<file path="src/rtl/clock_enable_ctrl.sv">
// Multi-channel clock-enable generator with single-step trace mode and reset synchroniser.
// Define CLK_EN_CYCLE_CNT_EN to add the cycle_count output (count of clk_en[0] pulses).
module clock_enable_ctrl #(
    parameter int NUM_CH      = 2,
    parameter int PS_WIDTH    = 5,
    parameter int CNT_WIDTH   = 31,
    parameter int SYNC_STAGES = 2
`ifdef CLK_EN_CYCLE_CNT_EN
    ,
    parameter int CYC_WIDTH   = 32
`endif
) (
    input  logic                         osc_clk,
    input  logic                         corrected_reset,
    input  logic                         trace_clk,
    input  logic                         trace_mode,
    input  logic [NUM_CH*PS_WIDTH-1:0]   ps_val,
    input  logic [NUM_CH-1:0]            ps_load,
    output logic [NUM_CH-1:0]            ps_ack,
    output logic [NUM_CH-1:0]            clk_en,
    output logic                         rst_sync,
    output logic                         trace_active
`ifdef CLK_EN_CYCLE_CNT_EN
    ,
    output logic [CYC_WIDTH-1:0]         cycle_count
`endif
);

    logic [SYNC_STAGES-1:0] rst_pipe;
    logic [SYNC_STAGES-1:0] mode_pipe;
    logic [SYNC_STAGES-1:0] tclk_pipe;
    logic                   tclk_prev;
    logic                   step;
    logic                   mode_next;

    function automatic logic [CNT_WIDTH-1:0] term_of(input logic [PS_WIDTH-1:0] ps);
        term_of = '0;
        for (int i = 0; i < CNT_WIDTH; i++) begin
            term_of[i] = (i < int'(ps));
        end
    endfunction

    function automatic logic [PS_WIDTH-1:0] clamp_ps(input logic [PS_WIDTH-1:0] ps);
        if (int'(ps) > CNT_WIDTH) begin
            clamp_ps = PS_WIDTH'(CNT_WIDTH);
        end else begin
            clamp_ps = ps;
        end
    endfunction

    always_ff @(posedge osc_clk or posedge corrected_reset) begin
        if (corrected_reset) begin
            rst_pipe  <= '1;
            mode_pipe <= '0;
            tclk_pipe <= '0;
            tclk_prev <= 1'b0;
        end else begin
            rst_pipe  <= {rst_pipe[SYNC_STAGES-2:0], 1'b0};
            mode_pipe <= {mode_pipe[SYNC_STAGES-2:0], trace_mode};
            tclk_pipe <= {tclk_pipe[SYNC_STAGES-2:0], trace_clk};
            tclk_prev <= tclk_pipe[SYNC_STAGES-1];
        end
    end

    assign rst_sync     = rst_pipe[SYNC_STAGES-1];
    assign trace_active = mode_pipe[SYNC_STAGES-1];
    assign step         = tclk_pipe[SYNC_STAGES-1] & ~tclk_prev;
    // Value trace_active takes on this edge; gating with it drops a step that lands on trace exit.
    assign mode_next    = mode_pipe[SYNC_STAGES-2];

    for (genvar c = 0; c < NUM_CH; c++) begin : g_ch
        logic [CNT_WIDTH-1:0] cnt;
        logic [PS_WIDTH-1:0]  ps_act;
        logic [PS_WIDTH-1:0]  pend;
        logic                 pending;
        logic                 en_r;
        logic                 ack_r;
        logic                 at_term;
        logic                 apply;
        logic [PS_WIDTH-1:0]  load_val;
        logic [PS_WIDTH-1:0]  new_ps;

        always_comb begin
            load_val = clamp_ps(ps_val[c*PS_WIDTH +: PS_WIDTH]);
            at_term  = (cnt == term_of(ps_act));
            new_ps   = ps_load[c] ? load_val : pend;
            if (trace_active) begin
                apply = pending;
            end else begin
                apply = at_term & (pending | ps_load[c]);
            end
        end

        always_ff @(posedge osc_clk or posedge corrected_reset) begin
            if (corrected_reset) begin
                cnt     <= '0;
                ps_act  <= '0;
                pend    <= '0;
                pending <= 1'b0;
                en_r    <= 1'b0;
                ack_r   <= 1'b0;
            end else begin
                ack_r <= apply;
                if (apply) begin
                    ps_act  <= new_ps;
                    pending <= 1'b0;
                end else if (ps_load[c]) begin
                    pend    <= load_val;
                    pending <= 1'b1;
                end
                if (trace_active) begin
                    cnt  <= '0;
                    en_r <= step & mode_next;
                end else begin
                    cnt  <= at_term ? '0 : cnt + CNT_WIDTH'(1);
                    en_r <= at_term;
                end
            end
        end

        assign clk_en[c] = en_r;
        assign ps_ack[c] = ack_r;
    end

`ifdef CLK_EN_CYCLE_CNT_EN
    always_ff @(posedge osc_clk or posedge corrected_reset) begin
        if (corrected_reset) begin
            cycle_count <= '0;
        end else if (clk_en[0]) begin
            cycle_count <= cycle_count + CYC_WIDTH'(1);
        end
    end
`endif

endmodule

</file>
<file path="config.mk">
export PLATFORM = sky130hd
export DESIGN_NAME = clock_enable_ctrl
export DESIGN_NICKNAME = d
export VERILOG_FILES = /design/src/rtl/clock_enable_ctrl.sv
export SDC_FILE = /design/constraint.sdc
export NUM_CORES = 1
export LEC_CHECK = 0
export CORE_ASPECT_RATIO = 0.6
export CORE_MARGIN = 1.5
export CORE_UTILIZATION = 55
export DETAILED_ROUTE_END_ITERATION = 6
export GPL_TIMING_DRIVEN = 0
export PLACE_DENSITY = 0.75
export SETUP_SLACK_MARGIN = 0.05
export SLEW_MARGIN = 20
export SYNTH_ARGS = -nofsm -noshare
export SYNTH_HDL_FRONTEND = slang
export SYNTH_SLANG_ARGS = --single-unit
</file>
<file path="constraint.sdc">
create_clock -name osc_clk -period 9.1 [get_ports osc_clk]
set_input_delay 1.82 -clock osc_clk [delete_from_list [all_inputs] [get_ports osc_clk]]
set_output_delay 1.82 -clock osc_clk [all_outputs]
set_load 0.1 [all_outputs]
</file>
# Word-level counts from Yosys, hierarchy flattened
# Index checks and enable logic that the tools add are counted.
# Widths: inputs -> output; s select.
# totals
register_bits	95
latch_bits	0
mem_bits_rw	0
romBits	0
elab_cells	105
n_memories	0
# classes
add_sub_neg	2
n_mul	0
div_mod_pow	0
magnitude_cmp	62
eq_ne	2
shifts	0
n_mux	14
bitwise_logic	7
reduce_logical	2
# op_table
cell	count
$lt 5x5->1 const A	30
$mux 31	4
$lt 4x5->1 const A	16
$add 31x1->31 const B	2
$eq 31x31->1	2
$lt 3x5->1 const A	8
$lt 1x5->1 const A	4
$lt 2x5->1 const A	4
$mux 5	2
$mux 1	8
$and 1x1->1	4
$reduce_bool 2->1	2
$or 1x1->1	2
$not 1->1	1

# Depth between registers and ports, before layout
# Gate-level depths: netlist of the first run.
# depth
word_depth	5
ltp_mapped	12
depth_no_buf	9

# Worst setup path before layout of the first run
# Ideal clock, no wire load.
# synth_timing
kind	in2reg
start	input port ps_load[1]
end	register g_ch[1].ps_act[0]
arrival_time_ns	2.822
path_slack_ns	6.153
cell_stages	4
n_path_buf	1
path_cell_list	clkbuf_1 -> a21oi_1 -> a21oi_2 -> mux2_2
# synth_via
elab_chain_len	3
elab_cells_between_ends	4
classes_between	mux: 2; bitwise: 2
# synth_rtl
item	line	source
start, declared	18	input logic [NUM_CH-1:0] ps_load,
$or 1x1->1	90	apply = at_term & (pending | ps_load[c]);
$and 1x1->1	90	
$mux 1	87	if (trace_active) begin
net g_ch[1].apply	79	logic apply;
end signal, assigned	105	ps_act <= new_ps;
end, declared	73	logic [PS_WIDTH-1:0] ps_act;
# The timed path passes the listed nets, and every way through them passes these cells.
# A chain may end at the register's enable or synchronous reset.

# Worst setup path in the final report of the first run
# layout_timing
start	register mode_pipe[1]
end	output port trace_active
# layout_rtl
item	line	source
start, declared	30	logic [SYNC_STAGES-1:0] mode_pipe;
start signal, assigned	59	mode_pipe <= {mode_pipe[SYNC_STAGES-2:0], trace_mode};
end, declared	22	output logic trace_active
# No word-level cell between the ends.

==> results of run 1 <==
-- logic make-up (layout without fill, tap and decap cells) --
group           Yosys count  after routing  synth area share
compound gates          137            137            0.1577
buf+inv                  80            115           0.05853
flops                    95             95            0.4049
xor+xnor                 61             61           0.09089
fa+ha+maj                 4              4          0.007662
mux                      31             31           0.06024
simple gates            257            257            0.2195
other cells               1              1         0.0006380
-- metal layers --
metal	GRT usage	vias up	wire [um]
met4	0.05899	2	180
met5	0.02315	-	33
met1	0.5066	2602	8225
li1	-	2415	-
met2	0.3714	282	6149
met3	0.1264	22	2295
-- registers in the layout (all words and copies together), names as in the netlist --
register      flops
g_ch.pending      2
mode_pipe         2
tclk_prev         1
g_ch.en_r         2
rst_pipe          2
g_ch.pend        10
g_ch.cnt         62
tclk_pipe         2
g_ch.ack_r        2
g_ch.ps_act      10
-- stage by stage --
stage	power, mW	setup WS (ns)
after floorplan	0.7403	4.806
after global placement	0.8406	3.495
after detailed placement	0.8437	5.514
after CTS	1.251	5.155
after global routing	1.319	5.041
final	1.262	5.154
-- worst max-delay path by stage --
stage                                               end  slack, ns
final                                      trace_active       5.15
after global routing          g_ch[1].cnt[12]$_DFF_PP0_       5.04
after CTS                                  trace_active       5.16
after detailed placement  g_ch[1].ps_act[0]$_DFFE_PP0P_       5.51
after global placement          g_ch[1].ack_r$_DFF_PP0_       3.49
after floorplan                 g_ch[0].ack_r$_DFF_PP0_       4.81
-- cell usage after synthesis (6+ instances only) --
library cell	count	area (sq um)
mux2i_1	11	110.1
buf_2	11	55.05
a211oi_1	7	52.55
nor3_1	16	80.08
nor4_1	7	43.79
nand4_1	12	75.07
o21ai_0	27	135.1
a22oi_1	6	45.04
and4_1	10	87.58
clkbuf_1	27	101.4
nand2_1	43	161.4
or3_1	10	62.56
and3_1	7	43.79
xor2_1	23	201.4
inv_1	31	116.4
mux2_2	15	168.9
a21oi_1	30	150.1
dfrtp_1	93	2327
nor2_1	90	337.8
xnor2_1	38	332.8
o211ai_1	12	90.09
nand3_1	28	140.1
-- final cells by class --
cell class                 instances  area [sq um]  area share
clock inverter                     5         82.58     0.01253
tap                              135         168.9     0.02564
multi-input combinational        491          3154      0.4787
buffer                            48         224.0     0.03399
sequential                        95          2380      0.3612
clock buffer                      10         239.0     0.03627
inverter                          32         122.6     0.01861
timing repair buffer              20         217.7     0.03304
-- power breakdown --
| part | total (mW) | switching (mW) | internal (mW) |
|---|---|---|---|
| Combinational | 0.373 | 0.237 | 0.136 |
| Clock | 0.410 | 0.162 | 0.247 |
| Sequential | 0.480 | 0.0319 | 0.448 |
==> qor.csv, run 1 <==
metric,value,unit
slew at the pin closest to its max-slew limit,1.003,ns
placed cell count,821,
Hold WS,0.3563,ns
Crit Reg-Reg Endpoint,g_ch[1].cnt[17]$_DFF_PP0_,
Max-slew headroom,0.3291,
"Setup Fix Bufs, Post-CTS",0,
mean routed wirelength per cell,20.20,um
outcome,"complete, no violations",
register-to-register setup slack,5.31,ns
yosys warns,0,
Clock transition at path regs,0.07,ns
cells after synthesis,666,
DRC Markers,0,
"Slowest-stage cell, CP",clkdlybuf4s50_1,
total CTS buffers,9,
"Top FF cell, synth",dfrtp_1,
Hold Buf Count CTS,0,
Fin Setup TNS,0,ns
max frequency,0.2534,GHz
DP HPWL,12820,um
Max Cap Viol,0,
placed cell area,0.006267,sq mm
hold-critical path endpoint,rst_pipe[1]$_DFF_PP1_,
Max VDD drop,0.1195,mV
Root Buffer,clkbuf_16,
Hold Crit Class,reg -> reg,
port buffer count,19,
"EDFF count, synth",0,
Mapped Avg Cell Area,8.826,sq um
syn nets,684,
Critical Path Start,mode_pipe[1]$_DFF_PP0_,
pwr dens,191.6,mW/mm^2
IO Pins,22,
Setup Skew,0.008211,ns
type of the worst setup path,reg -> out,
Congestion Overflow GR,0,
vias in the first global route,4897,
Setup crit end kind,primary output,
final hold vios,0,
# resized after CTS,0,
"Seq/Total Area, Yosys",0.4049,
Yosys reg bits,95,
H-tree Lvls,3,
global-route wire length before repair,26940,um
design area,0.006589,sq mm
WP data required,7.28,ns
# rows,28,
Startpoint Class,flip-flop,
CP cell instances,clkdlybuf4s50_1,
leak pwr,2.637,nW
initial antenna violation count,0,
Final GP Congestion,1.006,
gr usage total,0.3120,
initial core utilization,0.5806,
Netlist cell types,77,
setup-violating endpoint count in the final report,0,
"wirelength, routed",16880,um
Hold Startpoint,rst_pipe[0]$_DFF_PP1_,
largest net degree at the start of global routing,60,
"commonest non-fill, non-tap cell in the layout",dfrtp_1,
RSZ-0062 raised after global routing,no,
Layout fillers,842,
fin crit period,3.946,ns
fin util,0.6508,
final cell count without fillers,836,
WP buf/inv,1,
DRT Pass-1 Iters,5,
path depth of the worst reg2reg path,10,
WHS Path Cells,0,
vias per cell,6.367,
CP arrival,2.13,ns
Die Area,0.01134,sq mm
"delay-heaviest family, CP",buffers and inverters,
"Cell Area, Synth",0.005878,sq mm
total clock sinks,95,
ys async rst share,1.000,
Diodes inserted,0,
Iteration-0 DRC Markers,592,
Tcrit/Tclk final,0.4337,
CTS tree,yes,
Worst Path Max Fanout,9,
antenna-violating nets left,0,
WP depth,1,
Die W,136.5,um
layout cells sized above 1,0.09272,
CP max stage delay,1.21,ns
reg-to-reg startpoint,g_ch[1].ps_act[2]$_DFFE_PP0P_,
most frequent cells in the layout,"93 x dfrtp_1, 90 x nor2_1, 43 x nand2_1",
Die Ht,83.08,um
Vias,5323,
Core ar.,0.01012,sq mm
Clock Tree Buf Depth,2,
Final Slew Violations,0,
Layout area overhead,12.09,%
later-pin clock latency in the skew report,0.34,ns
final net count,715,
Note: power is estimated with default switching activity, not from simulation.
==> inputs of run 2 (changes only) <==
clock period = 3.7 ns   (was 9.1 ns; I/O delays follow)
==> qor.csv, run 2 (synthesis gave the netlist of run 1 again) <==
metric,value,unit
outcome,"complete, no violations",
CP cell instances,clkbuf_1 > a31oi_1 > a21oi_1 > a21oi_1 > or4_1 > a311o_1 > o21ai_1 > nand2_1 > mux2_2,
initial antenna violation count,0,
Hold Crit Class,reg -> reg,
top flop regs,"g_ch.cnt x62, g_ch.pend x10, g_ch.ps_act x10",
design area,0.006611,sq mm
port buffer count,19,
global-route wire length before repair,26940,um
Fin Setup TNS,0,ns
total CTS buffers,9,
total clock sinks,95,
Comb power frac,0.298,
initial core utilization,0.5806,
Root Buffer,clkbuf_16,
Switching Share,0.3417,
Final Slew Violations,0,
clock network fraction of total power,0.323,
largest net degree at the start of global routing,60,
"Slowest-stage cell, CP",or4_1,
Iteration-0 DRC Markers,670,
met1 wire length,8206,um
antenna-violating nets left,0,
max reg flops,62,
CP arrival,3.70,ns
most frequent cells in the layout,"93 x dfrtp_1, 90 x nor2_1, 43 x nand2_1",
vias per cell,6.391,
Vias,5343,
Congestion Overflow GR,0,
final net count,715,
cell mode on critical path,a21oi_1,
Core ar.,0.01012,sq mm
"commonest non-fill, non-tap cell in the layout",dfrtp_1,
Clock transition at path regs,0.07,ns
layout cells sized above 1,0.1013,
net switching power,1.063,mW
DRC Markers,0,
"wirelength, routed",16920,um
final hold vios,0,
IO Pins,22,
Max Cap Viol,0,
Die Ht,83.08,um
WHS Path Cells,0,
Layout area overhead,12.47,%
# rows,28,
Clock Tree Buf Depth,2,
Final GP Congestion,1.006,
fin crit period,3.478,ns
Max VDD drop,0.3065,mV
Hold WS,0.3565,ns
slew at the pin closest to its max-slew limit,1.003,ns
Setup Skew,0.007751,ns
DP HPWL,12820,um
Setup crit end kind,flip-flop,
Flop pwr share,0.379,
Pint,2.048,mW
met2 WL post-DR,6170,um
max layer used,met4,
setup-violating endpoint count in the final report,0,
metal3 WL,2344,um
Hold Buf Count CTS,0,
later-pin clock latency in the skew report,0.34,ns
pwr dens,470.5,mW/mm^2
leak pwr,2.651,nW
mean routed wirelength per cell,20.23,um
Worst Path Max Fanout,10,
DRT Pass-1 Iters,7,
gr usage total,0.3120,
CP max stage delay,0.54,ns
type of the worst setup path,reg -> reg,
H-tree Lvls,3,
largest reg by FF count,g_ch.cnt,
path depth of the worst reg2reg path,9,
vias in the first global route,4897,
Pwr Total,3.110,mW
max frequency,0.2876,GHz
"Setup Fix Bufs, Post-CTS",0,
RSZ-0062 raised after global routing,no,
CTS tree,yes,
Die Area,0.01134,sq mm
Diodes inserted,0,
Die W,136.5,um
fin util,0.6530,
placed cell area,0.006267,sq mm
Max-slew headroom,0.3291,
Startpoint Class,flip-flop,
WP data required,3.92,ns
Tcrit/Tclk final,0.9399,
run 2: cell types whose count changed in the layout (fill, tap and decap cells not counted), sizes merged:
| cell | before | now |
|---|---|---|
| buf | 22 | 21 |
| clkbuf | 37 | 38 |
run 2: worst paths after layout:
check / startpoint / end / slack [ns]
worst max-delay path: g_ch[0].ps_act[0]$_DFFE_PP0P_ / g_ch[0].ps_act[1]$_DFFE_PP0P_ / 0.22
worst min-delay path: rst_pipe[0]$_DFF_PP1_ / rst_pipe[1]$_DFF_PP1_ / 0.36
worst max register to register: g_ch[0].ps_act[0]$_DFFE_PP0P_ / g_ch[0].ps_act[1]$_DFFE_PP0P_ / 0.22
worst min register to register: rst_pipe[0]$_DFF_PP1_ / rst_pipe[1]$_DFF_PP1_ / 0.36
max in group asynchronous: corrected_reset / g_ch[1].ps_act[2]$_DFFE_PP0P_ / 2.27
min in group asynchronous: corrected_reset / g_ch[1].cnt[0]$_DFF_PP0_ / 0.78
run 2: critical path, delay by kind of cell, from the launching register on:
family          cells  cell delay (ns)
compound gates      5             1.22
buf+inv             1             0.45
flops               1             0.48
mux                 1             0.35
simple gates        2             0.85
run 2: area by class of cell:
class                           instances  area, sq um
Buffer                                 48        229.0
Clock buffer                           10        239.0
Clock inverter                          5        82.58
Fill cell                             839         3513
Inverter                               32        122.6
Multi-Input combinational cell        491         3172
Sequential cell                        95         2380
Tap cell                              135        168.9
Timing Repair Buffer                   20        217.7
run 2: power by group through the flow:
| stage | registers [mW] | clock network [mW] | logic, mW |
|---|---|---|---|
| 5_1_grt | 1.19 | 1.06 | 1.00 |
| 4_1_cts | 1.17 | 1.02 | 0.887 |
| 6_report | 1.18 | 1.00 | 0.927 |
| 2_1_floorplan | 1.17 | 0 | 0.649 |
| 3_5_place_dp | 1.19 | 0 | 0.884 |
| 3_3_place_gp | 1.19 | 0 | 0.877 |
run 2: stage by stage:
| stage | setup WS (ns) | instances |
|---|---|---|
| final | 0.2224 | 836 |
| after global routing | 0.1047 | 836 |
| after global placement | -0.8253 | 820 |
| after CTS | 0.09762 | 836 |
| after detailed placement | 0.1139 | 821 |
| after floorplan | 0.4863 | 666 |
run 2: timing repair:
item | CTS | global route
gates resized for setup | 0 | 10
hold endpoints to repair | 0 | 0
setup endpoints to repair | 0 | 40
run 2: routing by layer:
metal | up-vias | track usage
li1 | 2422 | -
met1 | 2593 | 0.5066
met2 | 298 | 0.3714
met3 | 30 | 0.1264
met4 | 0 | 0.05899
met5 | - | 0.02315
